==> src/rtl/debug_unit.sv <==
// Host-side UART debug controller: loads instruction memory, runs or steps
// the pipeline, then dumps the register file and data memory over UART.
//
// Ports:
//   i_clk, i_reset                   clock, async active-low reset
//   i_rx_data/i_rx_valid             received UART byte + 1-cycle strobe
//   o_tx_data/o_tx_start/i_tx_done   transmit byte, start pulse, done pulse
//   o_stop                           pipeline freeze (1 = hold)
//   o_write_instruction_mem/_addr/_data  instruction memory write port
//   o_r_addr_registers/i_r_data_registers  regfile debug read (1-cycle latency)
//   o_r_addr_data_mem/i_r_data_data_mem    dmem debug read (1-cycle latency)
//   i_end                            pipeline has retired HALT
module debug_unit #(
   parameter int IMEM_BYTES      = 256,
   parameter int DMEM_DUMP_WORDS = 8,
   parameter int NB_REG_ADDR     = 5
) (
   input  logic                   i_clk,
   input  logic                   i_reset,
   input  logic [7:0]             i_rx_data,
   input  logic                   i_rx_valid,
   output logic [7:0]             o_tx_data,
   output logic                   o_tx_start,
   input  logic                   i_tx_done,
   output logic                   o_stop,
   output logic                   o_write_instruction_mem,
   output logic [31:0]            o_instruction_mem_addr,
   output logic [31:0]            o_instruction_mem_data,
   output logic [NB_REG_ADDR-1:0] o_r_addr_registers,
   output logic [4:0]             o_r_addr_data_mem,
   input  logic [31:0]            i_r_data_registers,
   input  logic [31:0]            i_r_data_data_mem,
   input  logic                   i_end
);

   localparam int NREG      = 1 << NB_REG_ADDR;
   localparam int NWORDS    = NREG + DMEM_DUMP_WORDS;
   localparam int IW        = $clog2(NWORDS);
   localparam logic [IW-1:0] LAST_IDX = IW'(NWORDS - 1);
   localparam logic [IW-1:0] NREG_IDX = IW'(NREG);
   localparam logic [31:0]   LAST_ADDR = 32'(IMEM_BYTES - 4);

   typedef enum logic [3:0] {
      S_IDLE,
      S_LOAD,
      S_WRITE,
      S_RUN,
      S_STEP,
      S_DADDR,
      S_DCAP,
      S_DSEND,
      S_DWAIT
   } state_t;

   state_t        state_q, state_d;
   logic [31:0]   addr_q, addr_d;
   logic [31:0]   word_q, word_d;
   logic [1:0]    cnt_q, cnt_d;
   logic [IW-1:0] idx_q, idx_d;

   logic          is_reg;
   logic [IW-1:0] dm_idx;

   assign is_reg = idx_q < NREG_IDX;
   assign dm_idx = idx_q - NREG_IDX;

   always_ff @(posedge i_clk or negedge i_reset) begin
      if (!i_reset) begin
         state_q <= S_IDLE;
         addr_q  <= '0;
         word_q  <= '0;
         cnt_q   <= '0;
         idx_q   <= '0;
      end else begin
         state_q <= state_d;
         addr_q  <= addr_d;
         word_q  <= word_d;
         cnt_q   <= cnt_d;
         idx_q   <= idx_d;
      end
   end

   always_comb begin
      state_d = state_q;
      addr_d  = addr_q;
      word_d  = word_q;
      cnt_d   = cnt_q;
      idx_d   = idx_q;
      o_stop                  = 1'b1;
      o_write_instruction_mem = 1'b0;
      o_instruction_mem_addr  = '0;
      o_instruction_mem_data  = '0;
      o_tx_start              = 1'b0;
      o_tx_data               = '0;
      o_r_addr_registers      = '0;
      o_r_addr_data_mem       = '0;

      unique case (state_q)
         S_IDLE: begin
            if (i_rx_valid) begin
               if (i_rx_data == 8'h4C) begin
                  state_d = S_LOAD;
                  cnt_d   = '0;
               end else if (i_rx_data == 8'h43) begin
                  state_d = S_RUN;
               end else if (i_rx_data == 8'h53) begin
                  state_d = S_STEP;
               end
            end
         end

         S_LOAD: begin
            if (i_rx_valid) begin
               word_d = {word_q[23:0], i_rx_data};
               cnt_d  = cnt_q + 2'd1;
               if (cnt_q == 2'd3) state_d = S_WRITE;
            end
         end

         S_WRITE: begin
            o_write_instruction_mem = 1'b1;
            o_instruction_mem_addr  = addr_q;
            o_instruction_mem_data  = word_q;
            // HALT or the last slot ends the load; never wrap to 0
            if (word_q == 32'hFFFF_FFFF || addr_q == LAST_ADDR) begin
               addr_d  = '0;
               state_d = S_IDLE;
            end else begin
               addr_d  = addr_q + 32'd4;
               state_d = S_LOAD;
            end
         end

         S_RUN: begin
            o_stop = i_end;
            if (i_end) begin
               idx_d   = '0;
               state_d = S_DADDR;
            end
         end

         S_STEP: begin
            o_stop  = i_end;
            idx_d   = '0;
            state_d = S_DADDR;
         end

         S_DADDR, S_DCAP, S_DSEND, S_DWAIT: begin
            // address held through the whole word so capture is stable
            if (is_reg) begin
               o_r_addr_registers = idx_q[NB_REG_ADDR-1:0];
            end else begin
               o_r_addr_data_mem = 5'({dm_idx, 2'b00});
            end
            if (state_q == S_DADDR) begin
               state_d = S_DCAP;
            end else if (state_q == S_DCAP) begin
               word_d  = is_reg ? i_r_data_registers : i_r_data_data_mem;
               cnt_d   = '0;
               state_d = S_DSEND;
            end else begin
               unique case (cnt_q)
                  2'd0: o_tx_data = word_q[31:24];
                  2'd1: o_tx_data = word_q[23:16];
                  2'd2: o_tx_data = word_q[15:8];
                  default: o_tx_data = word_q[7:0];
               endcase
               if (state_q == S_DSEND) begin
                  o_tx_start = 1'b1;
                  state_d    = S_DWAIT;
               end else if (i_tx_done) begin
                  if (cnt_q != 2'd3) begin
                     cnt_d   = cnt_q + 2'd1;
                     state_d = S_DSEND;
                  end else if (idx_q == LAST_IDX) begin
                     idx_d   = '0;
                     state_d = S_IDLE;
                  end else begin
                     idx_d   = idx_q + 1'b1;
                     state_d = S_DADDR;
                  end
               end
            end
         end

         default: state_d = S_IDLE;
      endcase
   end

endmodule
==> config.mk <==
export PLATFORM = sky130hd
export DESIGN_NAME = debug_unit
export DESIGN_NICKNAME = d
export VERILOG_FILES = /design/src/rtl/debug_unit.sv
export SDC_FILE = /design/constraint.sdc
export NUM_CORES = 1
export LEC_CHECK = 0
export ABC_AREA = 1
export CAP_MARGIN = 20
export CORE_MARGIN = 2
export CORE_UTILIZATION = 55
export DETAILED_ROUTE_END_ITERATION = 10
export DONT_BUFFER_PORTS = 1
export HOLD_SLACK_MARGIN = 0.03
export PLACE_DENSITY_LB_ADDON = 0.12
export SLEW_MARGIN = 20
export SYNTH_ARGS = -nofsm -noshare
export SYNTH_HDL_FRONTEND = slang
export SYNTH_SLANG_ARGS = --single-unit
==> constraint.sdc <==
create_clock -name i_clk -period 2.2 [get_ports i_clk]
set_clock_uncertainty 0.2 [all_clocks]
set_input_delay 0.44 -clock i_clk [delete_from_list [all_inputs] [get_ports i_clk]]
set_output_delay 0.44 -clock i_clk [all_outputs]
set_load 0.01 [all_outputs]
### Word level (Yosys, flattened, before mapping)

Cells that the tools add are included.

* output and inout port bits: 85
* word-level logic and storage cells: 110
* bits in registers: 76
* bits of input ports: 77

* reductions and logical operators: 12
* add/sub/neg operators: 4
* equal/unequal tests: 34
* mux-type cells: 54
* order comparisons: 1

Operators by type and width (number)
* two-way mux 32 bit: 7
* one-hot mux 32 bit (2 select lines): 1
* two-way mux 4 bit: 11
* two-way mux 6 bit: 7
* adder 32 x 3 -> 32 bit (second input constant): 1
* == test 32 bit (second input constant): 1
* == test 32 x 8 -> 1 bit (second input constant): 1
* == test 8 x 7 -> 1 bit (second input constant): 3
* two-way mux 8 bit: 3
* != test 2 bit (second input constant): 12
* one-hot mux 4 bit (6 select lines): 1
* one-hot mux 8 bit (3 select lines): 1
* two-way mux 5 bit: 4
* one-hot mux 6 bit (3 select lines): 1
* == test 4 x 3 -> 1 bit (second input constant): 4
* two-way mux 2 bit: 8
* != test 3 bit (second input constant): 3
* == test 4 x 2 -> 1 bit (second input constant): 2
* AND reduction 8 bit: 1
* two-way mux 1 bit: 7
* AND reduction 7 bit: 1
* adder 6 x 1 -> 6 bit (second input constant): 1
* == test 6 bit (second input constant): 1
* less-than comparator 6 bit (second input constant): 1
* other kinds (19): 22

### Depth between registers and ports, before layout

Gate-level depths: netlist of run 1.

* word-level depth: 8
* gate-level depth with buffers: 12
* mapped depth without buffers: 11

### Least setup slack after synthesis of run 1

Ideal clock, no wire load.

* kind: register -> output
* start point: reg state_q[3]
* end point: out o_tx_data[0]
* slack: 0.172 ns
* data required time: 1.560 ns
* arrival: 1.388 ns
* buffers on the path: 2
* cell stages (with the launch flop): 10
* cell sequence: dfrtp_1 > inv_1 > nand2_2 > nor2_1 > inv_2 > nand2_2 > buf_6 > buf_4 > o21ai_0 > nor3_1

* longest elaborated chain between the ends: 4
* elaborated cells between the ends (all ways): 8
* those cells by class: eq/ne (4); mux (3); reduce/logical (1)

RTL lines
* start: declaration: RTL line 55 `state_t state_q, state_d;`
* start signal: assignment: RTL line 75 `state_q <= state_d;`
* == test 4 x 3 -> 1 bit: RTL line 98, 157
* two-way mux 8 bit: RTL line 157 `end else if (state_q == S_DCAP) begin`
* two-way mux 8 bit: RTL line 155 `if (state_q == S_DADDR) begin`
* two-way mux 8 bit *: RTL line 98 `unique case (state_q)`
* end: declaration: RTL line 22 `output logic [7:0] o_tx_data,`

Every way passes the cells marked *; elsewhere a longest branch is shown, timed or not.

### Final worst setup path of run 1

* start point: reg cnt_q[0]
* end point: out o_tx_data[4]

* longest elaborated chain between the ends: 5
* elaborated cells between the ends (all ways): 7
* those cells by class: eq/ne (2); mux (4); reduce/logical (1)

RTL lines
* start: declaration: RTL line 58 `logic [1:0] cnt_q, cnt_d;`
* start signal: assignment: RTL line 78 `cnt_q <= cnt_d;`
* == test 2 bit (tied with other cells): RTL line 162 `unique case (cnt_q)`
* one-hot mux 8 bit (3 select lines) *: RTL line 162
* two-way mux 8 bit *: RTL line 157
* two-way mux 8 bit *: RTL line 155
* two-way mux 8 bit *: RTL line 98

Marked as above.

==> metrics.md, run 1 <==
| Metric | Value |
|---|---|
| Power per cell area | `756 nW/µm²` |
| YS warnings | `0` |
| Synthesized area per cell | `6.16 µm²` |
| Global-route wire length before repair | `31,800 µm` |
| Cells after DPL | `about 1,100` |
| Vias in the first global route | `between 6,000 and 7,000` |
| Clock Path Buffers | `2` |
| Gr usage total | `between 30% and 40%` |
| RSZ-0062 raised after global routing | `true` |
| Fin. Hold Viols | `74` |
| Post-synthesis sequential area ratio | `roughly a third` |
| Slew Viols, Final | `0` |
| P_leak | `3.25 nW` |
| Hold Crit Class | `input port to async pin` |
| Multi-input gate area | `4030 µm²` |
| Antenna-violating nets left | `0` |
| Root Driver | `clkbuf_8` |
| Final period util | `108%` |
| Worst-Margin Slew | `roughly 0.6 ns` |
| CP Launch Type | `flop` |
| Layout cells sized above 1 | `between 20% and 30%` |
| Commonest non-fill, non-tap cell in the layout | `nand2_1` |
| Commonest non-fill, non-tap cells in the layout | `226 x nand2_1, 141 x nor2_1, 98 x o21ai_0` |
| Min Tclk post-route | `2.37 ns` |
| Fmax | `0.422 GHz` |
| RR Startpoint | `state_q[1]` |
| Clock latency on the worst-skew pair | `0.38 ns` |
| Diodes inserted | `0` |
| Crit path DAT | `1.73 ns` |
| Die Ht | `106 µm` |
| Synthesized flop and latch total | `74` |
| Largest net degree at the start of global routing | `75` |
| Type of the worst setup path | `flop to primary output` |
| Drt drc | `0` |
| Vias | `6,437` |
| Violated checks | `hold timing, setup timing` |
| Synth Area in Compound Gates | `14.2%` |
| Post-Synth Adder-Cell Area | `between 1.5 and 2%` |
| Internal reg-to-reg setup slack | `0.16 ns` |
| Worst r2r path cells | `10` |
| Initial antenna violation count | `0` |
| Nets | `1,062` |
| Cell count after synthesis | `931` |
| Sink Count | `74` |
| H-tree levels | `3` |
| RePlAce Congestion | `0.963` |
| Cell Count, Final, Fillers Out | `1,118` |
| Synth area leader | `dfrtp_1` |
| Layout Utilization | `73.6%` |
| Die area | `roughly 11,000 µm²` |
| CTS tree | `done` |
| Largest family of logic cells by synthesized area | `simple AND/OR/NAND/NOR gates` |
| Congestion Overflow GR | `0` |
| Tot Pwr | `between 5 and 6 mW` |
| R2R Path End | `idx_q[0]` |
| PortBufs | `0` |
| Die width | `between 100 and 150 µm` |
| Total CTS buffers | `9` |
| Number of iterations in the first detailed-routing pass | `5` |
| Synth Area in Simple Gates | `38.0%` |
| Final wirelength | `20,300 µm` |
| Area delta synth->final | `31.3%` |
| Critical Path End Type | `primary output` |
| Worst hold margin | `-0.451 ns` |
| Synthesized area | `5740 µm²` |
| Iteration-0 DRC Markers | `406` |
| Starting density of the core | `56.1%` |
| Hold_buf cts | `1` |
| Peak supply drop | `0.583 mV` |
| Worst path required time | `between 1.5 and 2 ns` |
| Synth Area in XOR/XNOR | `slightly below 3%` |
| Status | `finished with violations` |
| MaxCap Viol Count | `0` |
| Worst slew margin | `about 60%` |
| Peak fanout along the critical path | `8` |
| Final setup fails | `73` |
| Cell variety after synth | `33` |
| Rows | `37` |
| Clk pin slew, worst setup/hold paths | `0.09 ns` |
| DR WL/cell | `between 15 and 20 µm` |
| Filler cells | `between 800 and 900` |
| Synth area leaders | `dfrtp_1 32%, nand2_1 15%, nor2_1 14%` |
| Setup WS post-layout | `-0.172 ns` |
| Multiplexer area fraction after synthesis | `0%` |
| DP Wirelength | `13,100 µm` |
| Io pins | `162` |
| Core area | `10,200 µm²` |
| Yosys top cell area share | `32.3%` |
| Vias/cell | `5.76` |
| Setup_tns | `-9.14 ns` |
| Seq. cell area | `1850 µm²` |
-- area by class of cell --
| type | count | area share [%] |
|---|---|---|
| clock buffer | 10 | 1.69 |
| clock inverter | 6 | 1.53 |
| inverter | 107 | 5.62 |
| multi-input combinational | 711 | 53.5 |
| sequential | 74 | 24.6 |
| tap | 136 | 2.26 |
| timing repair buffer | 73 | 10.6 |
| timing repair inverter | 1 | 0.0997 |
-- metrics by stage --
| stage | instance area, µm² | hold WS [ns] | setup slack, ns |
|---|---|---|---|
| floorplan | 5750 | -0.0556 | 0.172 |
| global placement | 6120 | -0.0541 | 0.106 |
| detailed placement | 6120 | -0.0537 | 0.0388 |
| CTS | 7310 | -0.471 | -0.150 |
| global route | 7530 | -0.480 | -0.284 |
| finish | 7530 | -0.451 | -0.172 |
-- where the power goes --
part	switching, mW	internal (mW)
Clock	0.585	0.758
Combinational	1.46	0.880
Sequential	0.342	1.67
Total	2.39	3.30
-- cell families after synthesis --
group	Yosys count
AOI/OAI and AO/OA	150
xor gates and xnor gates	19
adders and majority gates	8
buffers and inverters	150
DFF	74
other	1
and+or+nand+nor	529
-- synth_stat cells, drive strengths merged --
library cell,n
xnor2,1
o21ai,119
nand3b,13
o22ai,18
nor3,20
nor2b,1
buf,31
conb,1
xor2,18
nand4,7
ha,8
nand2,236
or2,1
dfrtp,74
nand3,35
clkbuf,12
a21oi,3
o21bai,1
nor2,216
a21boi,1
inv,106
clkinv,1
a221oi,8
-- routing by layer --
metal	routed length [µm]	GRT usage (%)	vias to the layer above	part of all wire, %
met5	0	0	-	0
met3	1530	6.87	73	7.5
met2	9860	59.1	339	49
met4	928	19.4	0	4.6
li1	-	-	3035	-
met1	7990	45.3	2990	39
-- what timing repair did --
| item | in CTS | in global routing |
|---|---|---|
| gates resized for setup | 171 | 30 |
| endpoints found under the setup margin | 80 | 93 |
| buffers inserted | 9 | 7 |
| pin swaps | 5 | 7 |
| endpoints found under the hold margin | 75 | 74 |
| gates cloned | 8 | 2 |
-- state kept, by name, indices dropped and copies added (netlist names) --
name / flops
addr_q: 30
cnt_q: 2
idx_q: 6
state_q: 4
word_q: 32
-- worst max-delay path by stage --
stage	cells after the start	slack (ns)	startpoint	end
final	6	-0.17	cnt_q[0]	o_tx_data[4]
after detailed placement	6	0.04	cnt_q[0]	o_tx_data[6]
after CTS	6	-0.15	cnt_q[0]	o_tx_data[4]
after floorplan	9	0.17	state_q[3]	o_tx_data[0]
after global routing	8	-0.28	state_q[3]	o_tx_data[6]
after global placement	6	0.11	cnt_q[0]	o_tx_data[1]
-- critical path: stages (launching register included) --
cell and delay (ns):
dfrtp_2 0.46, ha_4 0.20, clkinvlp_4 0.16, nand2_1 0.10, a221oi_2 0.22, nor3_2 0.07, buf_4 0.14
Note: power is estimated with default switching activity, not from simulation.
==> run 2: changes to the inputs <==
- CTS_BUF_LIST: default -> sky130_fd_sc_hd__clkbuf_8
- RECOVER_POWER: default -> 100
==> metrics.md, run 2 (same netlist as run 1, synthesis figures left out) <==
| Metric | Value |
|---|---|
| Core area | `10,200 µm²` |
| Nets | `1,062` |
| H-tree levels | `3` |
| Critical Path End Type | `primary output` |
| Slew Viols, Final | `0` |
| Io pins | `between 150 and 200` |
| Congestion Overflow GR | `0` |
| PortBufs | `0` |
| DR WL/cell | `18.1 µm` |
| Layout cells sized above 1 | `21.9%` |
| Worst hold margin | `-0.451 ns` |
| Final period util | `108%` |
| CTS tree | `done` |
| CP Launch Type | `flop` |
| MaxCap Viol Count | `0` |
| Pre-CTS setup slack | `0.0388 ns` |
| Vias | `6,411` |
| Peak supply drop | `0.584 mV` |
| Initial antenna violation count | `0` |
| Drt drc | `0` |
| Peak fanout along the critical path | `7` |
| Vias/cell | `5.73` |
| Clk pin slew, worst setup/hold paths | `0.09 ns` |
| Largest net degree at the start of global routing | `75` |
| Die width | `106 µm` |
| P_leak | `3.24 nW` |
| Iteration-0 DRC Markers | `488` |
| Die area | `11,300 µm²` |
| Worst-Margin Slew | `0.598 ns` |
| Fmax | `0.422 GHz` |
| Type of the worst setup path | `flop to primary output` |
| Setup_tns | `-9.29 ns` |
| Global-route wire length before repair | `31,800 µm` |
| Crit path DAT | `1.73 ns` |
| Final wirelength | `20,300 µm` |
| Violated checks | `hold timing, setup timing` |
| Clock latency on the worst-skew pair | `0.38 ns` |
| Final instance area | `7480 µm²` |
| Worst slew margin | `60.1%` |
| Hold Crit Class | `input port to async pin` |
| Root Driver | `clkbuf_8` |
| Fin. Hold Viols | `74` |
| Commonest non-fill, non-tap cells in the layout | `226 x nand2_1, 142 x nor2_1, 99 x o21ai_0` |
| Number of iterations in the first detailed-routing pass | `5` |
| RePlAce Congestion | `0.963` |
| Power per cell area | `755 nW/µm²` |
| Filler cells | `about 830` |
| Setup WS post-layout | `-0.168 ns` |
| Largest registers | `word_q (32), addr_q (30), idx_q (6)` |
| Final setup fails | `73` |
| DP Wirelength | `13,100 µm` |
| Min Tclk post-route | `2.37 ns` |
| Commonest non-fill, non-tap cell in the layout | `nand2_1` |
| Most flops, register | `word_q` |
| Diodes inserted | `0` |
| RSZ-0062 raised after global routing | `true` |
| DP Area | `6120 µm²` |
| Gr usage total | `36.2%` |
| Worst path required time | `1.56 ns` |
| Tot Pwr | `5.64 mW` |
| Die Ht | `106 µm` |
| Starting density of the core | `56.1%` |
| Max FFs per register | `32` |
| Antenna-violating nets left | `0` |
| Status | `finished with violations` |
| Clock Path Buffers | `2` |
| Rows | `37` |
| Area delta synth->final | `30.3%` |
| Hold_buf cts | `1` |
| Sink Count | `74` |
| Total CTS buffers | `9` |
| Vias in the first global route | `6,269` |
-- run 2: cell count changes in the layout (fill, tap and decap cells not counted), moves of 2 or more --
cell / before / now
buf_12: 7 / 5
clkbuf_8: 9 / 11
buf_4: 55 / 51
clkbuf_2: 0 / 3
clkbuf_4: 0 / 2
-- run 2: layout make-up --
type                            count  area, µm²  area share, %
Multi-Input combinational cell    711       4020           53.8
Sequential cell                    74       1850           24.8
Timing Repair Buffer               73        761           10.2
Inverter                          107        418           5.59
Tap cell                          136        170           2.28
Clock buffer                        9        124           1.66
Clock inverter                      7        119           1.59
Timing Repair inverter              1       7.51          0.100
-- run 2: power breakdown --
part	leakage (nW)	switching [mW]	total, mW	internal [mW]
combinational	2.13	1.44	2.30	0.858
sequential	0.992	0.343	2.01	1.67
clock	0.121	0.585	1.34	0.753
total	3.24	2.37	5.64	3.28
-- run 2: path summary, 6_finish.rpt --
check                                  start                      end  slack, ns  depth (start not counted)
worst max-delay path              state_q[1]  o_write_instruction_mem      -0.17                          7
worst min-delay path                 i_reset                addr_q[2]      -0.45                          0
worst max register to register    state_q[1]               state_q[0]          0                         12
worst min register to register    addr_q[31]               addr_q[31]       0.31                          2
max in group asynchronous            i_reset                 cnt_q[1]       2.13                          0
min in group i_clk              i_rx_data[5]                word_q[5]       0.09                          2
-- run 2: metrics by stage --
step           instances  utilization [%]
2_1_floorplan        934                -
3_3_place_gp        1076             59.9
3_5_place_dp        1076             59.9
4_1_cts             1109             71.4
6_report            1118             73.1
5_1_grt             1118             73.1
-- run 2: per-layer routing --
layer	routed length (µm)	vias up	global-route usage, %
li1	-	3026	-
met1	7980	2980	45.3
met2	9860	335	59.1
met3	1510	70	6.87
met4	910	0	19.4
met5	0	-	0
-- run 2: critical path, stage by stage (launching register included) --
cell	delay (ns)
dfrtp_1	0.40
buf_4	0.15
inv_2	0.05
nor2_4	0.17
nand2_8	0.11
clkbuf_2	0.13
clkbuf_8	0.18
inv_2	0.16
-- run 2: what timing repair did --
action                                 in CTS  in global routing
setup buffers                               9                  7
endpoints found under the hold margin      75                 74
setup endpoints to repair                  80                 93
pin swaps                                   5                  7
cloned                                      8                  2
resized for setup                         171                 30
